[src/rtl/cea_pkg.sv]
// Shared types and constants for the completion egress arbiter: FSM states,
// destination subunit codes and completion header field positions.
package cea_pkg;

  localparam int unsigned CEA_HDR_WIDTH  = 96;
  localparam int unsigned CEA_PLD_WIDTH  = 32;
  localparam int unsigned CEA_DEST_WIDTH = 3;

  localparam logic [CEA_DEST_WIDTH-1:0] DEST_CFG = 3'd1;
  localparam logic [CEA_DEST_WIDTH-1:0] DEST_MEM = 3'd2;
  localparam logic [CEA_DEST_WIDTH-1:0] DEST_IO  = 3'd3;

  // Header fmt bit that marks a completion carrying a payload word
  localparam int unsigned FMT_DATA_BIT = 30;

  typedef enum logic [1:0] {
    IDLE = 2'd0,
    HDR  = 2'd1,
    PLD  = 2'd2
  } cea_state_e;

endpackage

[src/rtl/rr_arbiter_core.sv]
// Combinational round-robin pick: first requester searching upward from
// last_grant+1, wrapping; the pointer register lives in the parent.
module rr_arbiter_core #(
  parameter int unsigned NUM_LINKS = 4,
  localparam int unsigned IDX_W = $clog2(NUM_LINKS)
) (
  input  logic [NUM_LINKS-1:0] req,
  input  logic [IDX_W-1:0]     last_grant,
  input  logic                 enable,
  output logic [NUM_LINKS-1:0] grant,
  output logic [IDX_W-1:0]     grant_idx
);

  always_comb begin
    logic [IDX_W-1:0] cand;
    logic             found;
    grant     = '0;
    grant_idx = '0;
    found     = 1'b0;
    cand      = '0;
    if (enable) begin
      for (int unsigned k = 1; k <= NUM_LINKS; k++) begin
        cand = IDX_W'((32'(last_grant) + k) % NUM_LINKS);
        if (!found && req[cand]) begin
          found           = 1'b1;
          grant[cand]     = 1'b1;
          grant_idx       = cand;
        end
      end
    end
  end

endmodule

[src/rtl/completion_egress_arbiter.sv]
// Round-robin arbiter from per-link header sorters onto the subunit bus.
// Optional per-link grant counters: define CEA_GRANT_STATS_EN.
module completion_egress_arbiter
  import cea_pkg::*;
#(
  parameter int unsigned NUM_LINKS    = 4,
  parameter int unsigned HDR_WIDTH    = CEA_HDR_WIDTH,
  parameter int unsigned PLD_WIDTH    = CEA_PLD_WIDTH,
  parameter int unsigned DEST_WIDTH   = CEA_DEST_WIDTH,
  parameter int unsigned NUM_SUBUNITS = 4
) (
  input  logic                            clk,
  input  logic                            rst_n,
  input  logic [NUM_LINKS-1:0]            req_valid,
  input  logic [NUM_LINKS*HDR_WIDTH-1:0]  req_header,
  input  logic [NUM_LINKS*PLD_WIDTH-1:0]  req_payload,
  input  logic [NUM_LINKS*DEST_WIDTH-1:0] req_dest,
  output logic [NUM_LINKS-1:0]            req_ready,
  output logic                            out_valid,
  output logic [HDR_WIDTH-1:0]            out_header,
  output logic [PLD_WIDTH-1:0]            out_payload,
  output logic [DEST_WIDTH-1:0]           out_dest,
  output logic                            out_is_payload,
  output logic                            out_last,
  output logic [$clog2(NUM_LINKS)-1:0]    out_link_id,
  input  logic [NUM_SUBUNITS-1:0]         sub_ready,
  output logic                            err_drop
`ifdef CEA_GRANT_STATS_EN
  ,
  output logic [NUM_LINKS*16-1:0]         grant_count
`endif
);

  localparam int unsigned IDX_W = $clog2(NUM_LINKS);
  localparam int unsigned SUB_W = $clog2(NUM_SUBUNITS);

  logic [HDR_WIDTH-1:0]  hdr_arr  [NUM_LINKS];
  logic [PLD_WIDTH-1:0]  pld_arr  [NUM_LINKS];
  logic [DEST_WIDTH-1:0] dest_arr [NUM_LINKS];

  for (genvar i = 0; i < NUM_LINKS; i++) begin : g_unpack
    assign hdr_arr[i]  = req_header[i*HDR_WIDTH +: HDR_WIDTH];
    assign pld_arr[i]  = req_payload[i*PLD_WIDTH +: PLD_WIDTH];
    assign dest_arr[i] = req_dest[i*DEST_WIDTH +: DEST_WIDTH];
  end

  cea_state_e            state_q, state_d;
  logic [IDX_W-1:0]      last_grant_q, last_grant_d;
  logic [HDR_WIDTH-1:0]  hdr_q, hdr_d;
  logic [PLD_WIDTH-1:0]  pld_q, pld_d;
  logic [DEST_WIDTH-1:0] dest_q, dest_d;
  logic [IDX_W-1:0]      link_q, link_d;
  logic                  err_drop_d;
  logic                  out_valid_d, out_is_payload_d, out_last_d;
  logic [PLD_WIDTH-1:0]  out_payload_d;

  logic [NUM_LINKS-1:0]  grant;
  logic [IDX_W-1:0]      grant_idx;
  logic [DEST_WIDTH-1:0] sel_dest;
  logic                  dest_ok;
  logic                  accept;
  logic                  has_data;

  rr_arbiter_core #(
    .NUM_LINKS (NUM_LINKS)
  ) u_rr (
    .req        (req_valid),
    .last_grant (last_grant_q),
    .enable     ((state_q == IDLE) && rst_n),
    .grant      (grant),
    .grant_idx  (grant_idx)
  );

  assign req_ready = grant;
  assign sel_dest  = dest_arr[grant_idx];
  assign dest_ok   = (sel_dest != '0) && (sel_dest <= DEST_WIDTH'(NUM_SUBUNITS - 1));
  assign accept    = out_valid && sub_ready[SUB_W'(dest_q)];
  assign has_data  = hdr_q[FMT_DATA_BIT];

  assign out_header  = hdr_q;
  assign out_dest    = dest_q;
  assign out_link_id = link_q;

  // Next-state and beat sequencing; out_* update only on transitions so they
  // stay put under backpressure and in IDLE.
  always_comb begin
    state_d          = state_q;
    last_grant_d     = last_grant_q;
    hdr_d            = hdr_q;
    pld_d            = pld_q;
    dest_d           = dest_q;
    link_d           = link_q;
    err_drop_d       = 1'b0;
    out_valid_d      = out_valid;
    out_is_payload_d = out_is_payload;
    out_last_d       = out_last;
    out_payload_d    = out_payload;
    unique case (state_q)
      IDLE: begin
        out_valid_d = 1'b0;
        if (|grant) begin
          hdr_d        = hdr_arr[grant_idx];
          pld_d        = pld_arr[grant_idx];
          dest_d       = sel_dest;
          link_d       = grant_idx;
          last_grant_d = grant_idx;
          if (dest_ok) begin
            state_d          = HDR;
            out_valid_d      = 1'b1;
            out_is_payload_d = 1'b0;
            out_last_d       = !hdr_arr[grant_idx][FMT_DATA_BIT];
            out_payload_d    = '0;
          end else begin
            err_drop_d = 1'b1;
          end
        end
      end
      HDR: begin
        if (accept) begin
          if (has_data) begin
            state_d          = PLD;
            out_is_payload_d = 1'b1;
            out_last_d       = 1'b1;
            out_payload_d    = pld_q;
          end else begin
            state_d     = IDLE;
            out_valid_d = 1'b0;
          end
        end
      end
      PLD: begin
        if (accept) begin
          state_d     = IDLE;
          out_valid_d = 1'b0;
        end
      end
      default: state_d = IDLE;
    endcase
  end

  always_ff @(posedge clk) begin
    if (!rst_n) begin
      state_q        <= IDLE;
      last_grant_q   <= IDX_W'(NUM_LINKS - 1);
      hdr_q          <= '0;
      pld_q          <= '0;
      dest_q         <= '0;
      link_q         <= '0;
      err_drop       <= 1'b0;
      out_valid      <= 1'b0;
      out_is_payload <= 1'b0;
      out_last       <= 1'b0;
      out_payload    <= '0;
    end else begin
      state_q        <= state_d;
      last_grant_q   <= last_grant_d;
      hdr_q          <= hdr_d;
      pld_q          <= pld_d;
      dest_q         <= dest_d;
      link_q         <= link_d;
      err_drop       <= err_drop_d;
      out_valid      <= out_valid_d;
      out_is_payload <= out_is_payload_d;
      out_last       <= out_last_d;
      out_payload    <= out_payload_d;
    end
  end

`ifdef CEA_GRANT_STATS_EN
  // Saturating per-link grant counters, dropped requests included
  for (genvar i = 0; i < NUM_LINKS; i++) begin : g_stats
    logic [15:0] cnt_q;
    always_ff @(posedge clk) begin
      if (!rst_n) begin
        cnt_q <= '0;
      end else if (grant[i] && (cnt_q != 16'hFFFF)) begin
        cnt_q <= cnt_q + 16'd1;
      end
    end
    assign grant_count[i*16 +: 16] = cnt_q;
  end
`endif

endmodule

[config.mk]
export PLATFORM = sky130hd
export DESIGN_NAME = completion_egress_arbiter
export DESIGN_NICKNAME = d
export VERILOG_FILES = /design/src/rtl/cea_pkg.sv /design/src/rtl/rr_arbiter_core.sv /design/src/rtl/completion_egress_arbiter.sv
export SDC_FILE = /design/constraint.sdc
export NUM_CORES = 1
export LEC_CHECK = 0
export ABC_AREA = 1
export CAP_MARGIN = 30
export CORE_AREA = 2 2 263 265
export DETAILED_ROUTE_END_ITERATION = 12
export DIE_AREA = 0 0 265 267
export SETUP_SLACK_MARGIN = 0.5
export SLEW_MARGIN = 20
export SYNTH_ARGS = -nofsm -noshare
export SYNTH_HDL_FRONTEND = slang
export SYNTH_SLANG_ARGS = --single-unit
export TNS_END_PERCENT = 5
[constraint.sdc]
create_clock -name clk -period 2.9 [get_ports clk]
set_clock_uncertainty 0.05 [all_clocks]
set_input_delay 0.87 -clock clk [delete_from_list [all_inputs] [get_ports clk]]
set_output_delay 0.87 -clock clk [all_outputs]
set_load 0.01 [all_outputs]
==> impl_metrics.tcl, run 1 <==
set metrics [dict create \
    status "complete, but fails checks" \
    violations "setup timing" \
    portBuffers 674 \
    synth-seq-cells 173 \
    rsz0062_at_grt "true" \
    final-hold-violation-count 0 \
    grt_overflow 0 \
    synth_top_area_share 0.3365 \
    multi_input_area_um2 6812 \
    drv_slew 0 \
    cp-start-kind "input port" \
    synth_area_leaders "dfxtp_1 (34%), o21ai_0 (19%), nor2_1 (14%)" \
    syn_area_per_cell_um2 6.494 \
    clk_pin_slew_ps 80 \
    ir_drop_v 0.0005338 \
    fin_ws_ps -107.6 \
    dp_hpwl_mm 45.41 \
    p_switching_mw 10.37 \
    power_frac_comb 0.730 \
    syn_area_um2 10290 \
    htree_levels 4 \
    cap_violations 0 \
    wl_per_cell_um 18.08 \
    end_kind "flop" \
    antenna_found_initial 14 \
    critPathMaxFanout 7 \
    max_freq_ghz 0.3325 \
    ys_types 38 \
    worst_skew_pair.late_latency_ps 480 \
    final_nets 2858 \
    num_vias 13780 \
    postRouteAntennaNets 0 \
    num-fill-cells 7336 \
    finalPower_mw 22.14 \
    via_per_inst 4.289 \
    p_leak_nw 8.221 \
    initial_core_util 0.1514 \
    grt_max_degree 83 \
    worst_pin_slew_ps 910.9 \
    critical_path_required_ps 3260 \
    core_area_um2 67990 \
    hold_class "flop to flop" \
    yosysWarnings 0 \
    critical_path_class "input port to flop" \
    num_io_pins 675 \
    drt_first_pass_iters 5 \
    powerDensity_nw_per_um2 1053 \
    cp.arrival_ps 3370 \
    period_share 1.037 \
    grt_pass1_vias 13380 \
    netlist_instances 1585 \
    drive_above_1_share 0.1867 \
    slew_headroom 0.3927 \
    synthesis.nets 2131 \
    period_minus_slack_ps 3008 \
    grt_pass1_wl_mm 83.00 \
    drc_errors 0 \
    cts_buffer_depth 2 \
    seq_power_share 0.161 \
    cts_tree "built" \
    grtUsageTotal 0.1576 \
    swShare 0.4684 \
    wl_mm 58.09 \
    p_clk_frac 0.109 \
    synthToLayoutAreaGrowth_pct 104.3 \
    dieArea_um2 70760 \
    seq_area_frac_synth 0.3365 \
    dp_slack_ps -819.0 \
    register_area_um2 3467 \
    p_int_mw 11.77 \
    chipHeight_um 267 \
    cts_buffers 17 \
    die_x_um 265 \
    cts.sinks 173 \
    root_buffer "clkbuf_16" \
    synth_largest_area_cell "dfxtp_1" \
    setup_viol 41 \
    rows 96 \
    drt_first_iter_violations 605 \
    place_congestion 0.8767 \
]
-- stage by stage --
stage / TNS, ps / cells / hold slack (ps) / util / instance area, µm²
5_1_grt: -7083 / 3212 / 429.5 / 0.3093 / 21030
6_report: -3009 / 3213 / 409.7 / 0.3093 / 21030
3_3_place_gp: -94870 / 3148 / 398.6 / 0.2794 / 19000
4_1_cts: -346.3 / 3200 / 414.7 / 0.3015 / 20500
2_1_floorplan: 0 / 1585 / 394.6 / - / 10370
3_5_place_dp: -98360 / 3148 / 405.3 / 0.2794 / 19000
-- flip-flops by register name (all words and copies together), names as in the netlist, 2 cells and up --
register	cells
pld_q	32
out_link_id	2
out_payload	32
last_grant_q	2
out_dest	3
state_q	2
out_header	96
-- placed cells by master, fill, tap and decap left out, types with 32 or more instances in the layout --
| master | count |
|---|---|
| nand2_1 | 115 |
| o21ai_0 | 206 |
| dfxtp_1 | 170 |
| clkdlybuf4s50_1 | 638 |
| buf_4 | 100 |
| o21bai_1 | 32 |
| o21ai_1 | 129 |
| a31oi_1 | 96 |
| nor2_1 | 347 |
| inv_1 | 41 |
| o21ai_2 | 71 |
-- layer usage --
layer | share of wire | global-route usage
met5 | 0.0011 | 0
met4 | 0.036 | 0.08200
met3 | 0.081 | 0.05268
met2 | 0.47 | 0.2581
met1 | 0.41 | 0.1827
-- power groups by stage --
stage               sequential (mW)  clock (mW)  combinational (mW)
finish                         3.56        2.41                16.2
global route                   3.64        2.61                17.7
CTS                            3.56        2.54                15.5
detailed placement             3.61           0                13.7
global placement               3.60           0                13.7
floorplan                      3.79           0                7.08
-- cell families (layout without fill, tap and decap cells) --
group                      after synthesis  in the layout  synth area share
AOI/OAI and AO/OA                      612            612            0.3286
and+or+nand+nor                        591            591            0.2379
adders and majority gates               12             12           0.01459
DFF                                    173            173            0.3365
buffers and inverters                  197            937           0.08242
other                                    0              6                 0
-- synthesized netlist by cell type --
cell / number
inv_4: 1
o21ai_0: 389
inv_1: 49
a21boi_0: 1
nand4_2: 1
nor2_4: 2
nand3_1: 41
and2_1: 1
nor2_1: 380
o32ai_1: 1
nor2_2: 1
a21boi_1: 1
buf_6: 7
a22oi_1: 1
o211ai_1: 2
a21oi_1: 15
nand4_1: 1
buf_4: 2
nand3_4: 1
nand2_1: 138
buf_2: 37
nand2_2: 5
nand3_2: 13
nor3_1: 2
clkbuf_1: 83
o21bai_1: 37
o21a_1: 1
a31oi_1: 96
dfxtp_1: 173
o21ai_2: 10
buf_1: 11
ha_1: 12
o21ai_1: 24
a21oi_2: 3
clkinv_1: 1
o22ai_1: 31
nand2_4: 5
inv_2: 6
-- final cells by class --
cell class	count	share of cell area
Inverter	57	0.01190
Antenna cell	6	0.0007139
Timing Repair Buffer	848	0.4182
Clock buffer	17	0.02023
Tap cell	882	0.05248
Sequential cell	173	0.1649
Multi-Input combinational cell	1215	0.3239
Clock inverter	15	0.007734
-- critical path, cell delays in order --
cell,delay [ps]
clkdlybuf4s15_1,190
inv_1,60
nand2_2,90
nand2_2,60
nand2_2,80
o21ai_4,60
buf_4,130
buf_6,100
buf_4,120
buf_6,120
nand2_2,60
nand2_2,60
nand2_4,100
nand2_8,100
buf_12,150
nand2_2,50
nand3_2,60
nand2_2,90
nand2_2,80
nand2_2,90
nand2_4,80
buf_12,130
nand2_8,110
clkbuf_16,170
nand3_1,70
o21ai_1,80
-- worst paths after layout --
kind / cells past startpoint / slack, ps / end / from
max: 26 / -110 / out_payload[23] / req_valid[3]
min: 2 / 410 / out_payload[17] / pld_q[17]
max reg2reg: 25 / -70 / out_payload[23] / last_grant_q[0]
min reg2reg: 2 / 410 / out_payload[17] / pld_q[17]
-- repair_timing --
item / 4_1_cts / 5_1_grt
pin swaps: 61 / 98
cloned: 3 / 1
gates resized for setup: 376 / 133
hold buffers: 0 / 0
buffers inserted: 17 / 6
endpoints found under the setup margin: 194 / 187
(Power assumes the default switching activity.)
==> inputs of run 2 (changes only) <==
Settings changed: CTS_CLUSTER_SIZE from default to 28.
==> results of run 2 <==
Same layout as run 1: the final DEF is identical, and so are final timing and power.
